[src/rtl/fetch_ctrl.sv]
// fetch_ctrl: fetch-stage sequencing and pipeline freeze/flush control.
// Merges the ID hazard, the EXE branch resolution and the MEM stall into one
// set of freeze, flush and PC-redirect signals. A branch that resolves while
// memory is stalled is captured and replayed once the stall has drained.
//
// Optional feature: define FETCH_CTRL_PERF_EN to build the saturating
// stall/redirect counters; otherwise both counter outputs are tied to 0.
//
// state   | meaning
// --------+-----------------------------------------------------------
// BOOT    | post-reset hold, whole pipeline frozen for BOOT_CYCLES
// RUN     | normal operation, hazard/branch resolved combinationally
// MEMWAIT | memory stall in progress (plus one drain cycle on exit)
// REPLAY  | one-cycle redirect to the branch captured during the stall
module fetch_ctrl #(
  parameter int BOOT_CYCLES = 2,
  parameter int CNT_W       = 16
) (
  input  logic             clk,
  input  logic             rst,
  input  logic             hazard,
  input  logic             branchTaken,
  input  logic [31:0]      branchAddrIn,
  input  logic             memStall,
  output logic             freezeIf,
  output logic             freezePipe,
  output logic             flushIfId,
  output logic             flushIdExe,
  output logic             branchTakenOut,
  output logic [31:0]      branchAddr,
  output logic [1:0]       state,
  output logic [CNT_W-1:0] stallCount,
  output logic [CNT_W-1:0] flushCount
);

  localparam int BW = (BOOT_CYCLES > 1) ? $clog2(BOOT_CYCLES) : 1;
  localparam logic [BW-1:0] BOOT_LOAD = BW'(BOOT_CYCLES - 1);

  typedef enum logic [1:0] {
    ST_BOOT    = 2'd0,
    ST_RUN     = 2'd1,
    ST_MEMWAIT = 2'd2,
    ST_REPLAY  = 2'd3
  } state_t;

  state_t        state_q, state_d;
  logic [BW-1:0] boot_cnt_q, boot_cnt_d;
  logic          pend_q, pend_d;
  logic [31:0]   pend_addr_q, pend_addr_d;

  // State, boot timer and pending-branch registers with synchronous reset.
  always_ff @(posedge clk) begin
    if (rst) begin
      state_q     <= ST_BOOT;
      boot_cnt_q  <= BOOT_LOAD;
      pend_q      <= 1'b0;
      pend_addr_q <= 32'd0;
    end else begin
      state_q     <= state_d;
      boot_cnt_q  <= boot_cnt_d;
      pend_q      <= pend_d;
      pend_addr_q <= pend_addr_d;
    end
  end

  // Next-state, boot countdown and branch capture during memory stalls.
  always_comb begin
    state_d     = state_q;
    boot_cnt_d  = boot_cnt_q;
    pend_d      = pend_q;
    pend_addr_d = pend_addr_q;
    case (state_q)
      ST_BOOT: begin
        if (boot_cnt_q == '0) state_d = ST_RUN;
        else                  boot_cnt_d = boot_cnt_q - 1'b1;
      end
      ST_RUN: begin
        if (memStall) state_d = ST_MEMWAIT;
      end
      ST_MEMWAIT: begin
        if (!memStall) state_d = pend_q ? ST_REPLAY : ST_RUN;
      end
      ST_REPLAY: begin
        // The replayed redirect always completes; a new stall just re-enters
        // MEMWAIT with nothing pending.
        pend_d  = 1'b0;
        state_d = memStall ? ST_MEMWAIT : ST_RUN;
      end
      default: state_d = ST_BOOT;
    endcase
    if ((state_q == ST_RUN || state_q == ST_MEMWAIT) &&
        memStall && branchTaken && !pend_q) begin
      pend_d      = 1'b1;
      pend_addr_d = branchAddrIn;
    end
  end

  // Freeze/flush/redirect outputs; reset forces the BOOT values.
  always_comb begin
    freezeIf       = 1'b0;
    freezePipe     = 1'b0;
    flushIfId      = 1'b0;
    flushIdExe     = 1'b0;
    branchTakenOut = 1'b0;
    branchAddr     = 32'd0;
    case (state_q)
      ST_BOOT: begin
        freezeIf   = 1'b1;
        freezePipe = 1'b1;
      end
      ST_RUN: begin
        if (memStall) begin
          freezeIf   = 1'b1;
          freezePipe = 1'b1;
        end else if (branchTaken) begin
          branchTakenOut = 1'b1;
          branchAddr     = branchAddrIn;
          flushIfId      = 1'b1;
          flushIdExe     = 1'b1;
        end else if (hazard) begin
          freezeIf   = 1'b1;
          flushIdExe = 1'b1;
        end
      end
      ST_MEMWAIT: begin
        freezeIf   = 1'b1;
        freezePipe = 1'b1;
      end
      ST_REPLAY: begin
        // Live branchTaken belongs to the instruction being replayed.
        branchTakenOut = 1'b1;
        branchAddr     = pend_addr_q;
        flushIfId      = 1'b1;
        flushIdExe     = 1'b1;
      end
      default: begin
        freezeIf   = 1'b1;
        freezePipe = 1'b1;
      end
    endcase
    if (rst) begin
      freezeIf       = 1'b1;
      freezePipe     = 1'b1;
      flushIfId      = 1'b0;
      flushIdExe     = 1'b0;
      branchTakenOut = 1'b0;
      branchAddr     = 32'd0;
    end
  end

  assign state = rst ? 2'd0 : state_q;

`ifdef FETCH_CTRL_PERF_EN
  localparam logic [CNT_W-1:0] CNT_MAX = {CNT_W{1'b1}};

  logic [CNT_W-1:0] stall_cnt_q, stall_cnt_d;
  logic [CNT_W-1:0] flush_cnt_q, flush_cnt_d;

  // Saturating increments: freeze cycles outside BOOT, and redirect cycles.
  always_comb begin
    stall_cnt_d = stall_cnt_q;
    flush_cnt_d = flush_cnt_q;
    if (state_q != ST_BOOT && freezeIf && stall_cnt_q != CNT_MAX)
      stall_cnt_d = stall_cnt_q + 1'b1;
    if (branchTakenOut && flush_cnt_q != CNT_MAX)
      flush_cnt_d = flush_cnt_q + 1'b1;
  end

  // Counter registers, cleared by reset.
  always_ff @(posedge clk) begin
    if (rst) begin
      stall_cnt_q <= '0;
      flush_cnt_q <= '0;
    end else begin
      stall_cnt_q <= stall_cnt_d;
      flush_cnt_q <= flush_cnt_d;
    end
  end

  assign stallCount = stall_cnt_q;
  assign flushCount = flush_cnt_q;
`else
  assign stallCount = '0;
  assign flushCount = '0;
`endif

endmodule

[config.mk]
export PLATFORM = sky130hd
export DESIGN_NAME = fetch_ctrl
export DESIGN_NICKNAME = d
export VERILOG_FILES = /design/src/rtl/fetch_ctrl.sv
export SDC_FILE = /design/constraint.sdc
export NUM_CORES = 1
export LEC_CHECK = 0
export ABC_CLOCK_PERIOD_IN_PS = 2200
export CORE_ASPECT_RATIO = 1.25
export CORE_MARGIN = 2
export CORE_UTILIZATION = 25
export CTS_CLUSTER_DIAMETER = 80
export DETAILED_ROUTE_END_ITERATION = 10
export PLACE_DENSITY_LB_ADDON = 0.1
export SYNTH_ARGS = -nofsm -noshare
export SYNTH_HDL_FRONTEND = slang
export SYNTH_SLANG_ARGS = --single-unit
[constraint.sdc]
create_clock -name clk -period 2.2 [get_ports clk]
set_clock_uncertainty 0.1 [all_clocks]
set_input_delay 0.22 -clock clk [delete_from_list [all_inputs] [get_ports clk]]
set_output_delay 0.22 -clock clk [all_outputs]
set_load 0.01 [all_outputs]
==> impl_metrics.json <==
{
  "run_status": "completed",
  "finalNetCount": 413,
  "cts-buffers-inserted": 5,
  "layout_worst_path_cycle_share_pct": 97.5,
  "synth_enable_flop_cells": 0,
  "timing.rr.end": "pend_addr_q[25]",
  "critPathMaxFanout": 13,
  "multi_input_comb_area_um2": 1470,
  "drt-pass1-iter-count": 5,
  "htree_num_levels": 2,
  "drt-vias-per-instance": 4.37,
  "maxSlewViolCount": 0,
  "hold_viol_final": 0,
  "power.density_cell_area_nw_per_um2": 822,
  "routed_wire_length_per_instance_um": 13.7,
  "placed_cell_area_um2": 3250,
  "clock_root_buffer_master": "sky130_fd_sc_hd__clkbuf_16",
  "post-route-min-period_ns": 2.14,
  "grt_pass1_wl_um": 10400,
  "critPathArrivalTime_ns": 1.82,
  "setup_violations": 0,
  "final_layout_size_suffix_gt1_share_pct": 28.3,
  "final_cell_mix": "sky130_fd_sc_hd__nand2_1, sky130_fd_sc_hd__nor2_1, sky130_fd_sc_hd__clkdlybuf4s50_1",
  "vias": 2170,
  "gpl.final_weighted_congestion": 0.687,
  "first_iter_violations": 92,
  "area.growth.synth_to_final_pct": 43.9,
  "dpl.hpwl_um": 4510,
  "netlist-cell-type-count": 33,
  "via_count_of_the_first_global_routing_pass": 2160,
  "endpoint_worst_hold": "pend_addr_q[16]",
  "floorplan.die_area_um2": 10600,
  "postSynth.topFlopCell": "sky130_fd_sc_hd__dfxtp_1",
  "ff2ff_path_depth": 7,
  "clk_latency_ns": 0.27,
  "critPathSlowestCell": "sky130_fd_sc_hd__dfxtp_4",
  "fp.coreArea_um2": 9560,
  "postRouteAntennaNets": 0,
  "holdWs_ns": 0.374,
  "max-vdd-ir-drop_mv": 0.357,
  "timing.critical_path.from_type": "flop",
  "setup.reg_to_reg.worst_slack_ns": 0.47,
  "cp_cell_sequence": "ha_1, and3_4, buf_12, buf_4, a22oi_2, nor2_1, dlygate4sd2_1",
  "drcViolationCount": 0,
  "critical_setup_path_kind": "reg -> out",
  "overall_routed_net_length_um": 6820,
  "worstHoldPathCells": 3,
  "groute.layer.met3.usage_pct": 2.42,
  "post-route-cell-area_um2": 3530,
  "postSynthCellCount": 293,
  "grtUsageTotal_pct": 12.2,
  "place.port_buffers": 75,
  "power.static_leakage_nw": 1.47,
  "worst_hold_startpoint": "rst",
  "fill_cells": 1016,
  "total_power_mw": 2.90,
  "grt_start_max_net_pins": 33,
  "die_height_um": 115,
  "synth.yosys.warnings": 0,
  "average_instance_area_after_synthesis_um2": 8.37,
  "sequential_cell_area_um2": 724,
  "diodes": 0,
  "die_width_um": 92.6,
  "use_met1_pct": 14.6,
  "netlist_area_um2": 2450,
  "grt.busiest_layer": "met2",
  "placementRows": 40,
  "tritoncts_num_sinks": 36,
  "grt_overflow": 0,
  "layout.cells.most_common": "sky130_fd_sc_hd__nand2_1",
  "cp_slowest_stage_delay_ns": 0.36,
  "maxClockFrequency_ghz": 0.466,
  "reg2reg_from": "state_q[1]",
  "yosys_register_bits": 36,
  "initial_standard_cell_utilization_of_the_core_pct": 25.7,
  "io_pins": 108,
  "postSynth.asyncResetShare_pct": 0,
  "ys_seq_area_share_pct": 29.4,
  "min_path_type": "in -> reg",
  "globalRouteMet2Util_pct": 21.8,
  "number_of_antenna_violations_at_the_first_check_in_global_routing": 0,
  "setup.worst_path.end_class": "output port",
  "clock_tree.buffer_depth": 2,
  "worst_ep_required_time_ns": 1.88,
  "tritoncts_clock_tree": "yes",
  "drv.max_cap_violation_count": 0,
  "clock_pin_slew_of_the_registers_on_the_worst_case_setup_and_hold_paths_ns": 0.06
}
## timing repair
action | CTS | global route
gates resized for setup | 27 | 24
hold buffers | 0 | 0
endpoints found under the setup margin | 37 | 18
hold endpoints to repair | 0 | 0
cloned | 0 | 2
setup buffers | 1 | 0
## kinds of logic (layout without fill, tap and decap cells)
group                      count (synthesis)  count (layout)  synth area share, %
other                                      1              32                0.153
and+or+nand+nor                          110             110                 18.0
buffers and inverters                     61             108                 17.4
adders and majority gates                  6               6                 3.06
DFF                                       36              36                 29.4
AOI/OAI and AO/OA                         79              79                 32.0
## critical path, delay by kind of cell, from the launching register on
kind            cells  cell delay [ns]
fa+ha+maj           1             0.21
buf+inv             3             0.59
compound gates      1             0.11
flops               1             0.36
simple gates        2             0.26
## cells in the mapped netlist, types with 2 or more instances
cell type / n / share of area, %
sky130_fd_sc_hd__nor2_1: 38 / 5.8
sky130_fd_sc_hd__nand2_1: 64 / 9.8
sky130_fd_sc_hd__clkbuf_1: 6 / 0.92
sky130_fd_sc_hd__a31oi_1: 2 / 0.51
sky130_fd_sc_hd__a22oi_1: 4 / 1.2
sky130_fd_sc_hd__a21oi_1: 5 / 1.0
sky130_fd_sc_hd__a21oi_2: 30 / 11
sky130_fd_sc_hd__dfxtp_1: 36 / 29
sky130_fd_sc_hd__buf_6: 8 / 3.7
sky130_fd_sc_hd__buf_2: 7 / 1.4
sky130_fd_sc_hd__ha_1: 6 / 3.1
sky130_fd_sc_hd__buf_4: 34 / 10
sky130_fd_sc_hd__a22oi_2: 29 / 15
sky130_fd_sc_hd__a211oi_1: 2 / 0.61
sky130_fd_sc_hd__inv_1: 3 / 0.46
sky130_fd_sc_hd__o21bai_1: 2 / 0.61
## power breakdown
| group | internal, mW | switching, mW |
|---|---|---|
| Sequential | 0.756 | 0.0766 |
| Combinational | 0.566 | 0.695 |
| Clock | 0.532 | 0.276 |
## cell type report
cell class / instances / area share (%)
Timing Repair Buffer: 96 / 28.3
Multi-Input combinational cell: 227 / 41.5
Tap cell: 126 / 4.47
Inverter: 4 / 0.425
Sequential cell: 36 / 20.5
Clock inverter: 3 / 1.21
Clock buffer: 5 / 3.54
## registers in the layout, summed over array words and instances (netlist names)
signal,flops
pend_addr_q,32
state_q,2
boot_cnt_q,1
pend_q,1
## layer usage
metal / share of wire (%) / routed length, um
met4: 1.2 / 84
met3: 4.5 / 310
met1: 43 / 2940
met5: 0 / 0
met2: 51 / 3490
## worst max path at each step
stage / slack [ns] / endpoint / startpoint / cells after the start
finish: 0.06 / branchAddr[12] / state_q[0] / 7
floorplan: 0.39 / flushIfId / state_q[1] / 8
detailed placement: -0.01 / flushIfId / memStall / 7
global placement: -0.01 / branchAddr[0] / memStall / 7
global route: -0.004 / branchAddr[11] / state_q[1] / 8
CTS: -0.07 / branchAddr[19] / state_q[1] / 7
## stage by stage
step / setup slack (ns) / utilization (%) / setup TNS, ns / cells
final: 0.0559 / 36.9 / 0 / 497
after global routing: -0.00379 / 36.9 / -0.00405 / 497
after CTS: -0.0659 / 35.8 / -0.761 / 495
after detailed placement: -0.0115 / 34.0 / -0.0373 / 486
after global placement: -0.0108 / 34.0 / -0.0619 / 486
after floorplan: 0.388 / - / 0 / 324
Power figures use the tool's default switching activity.
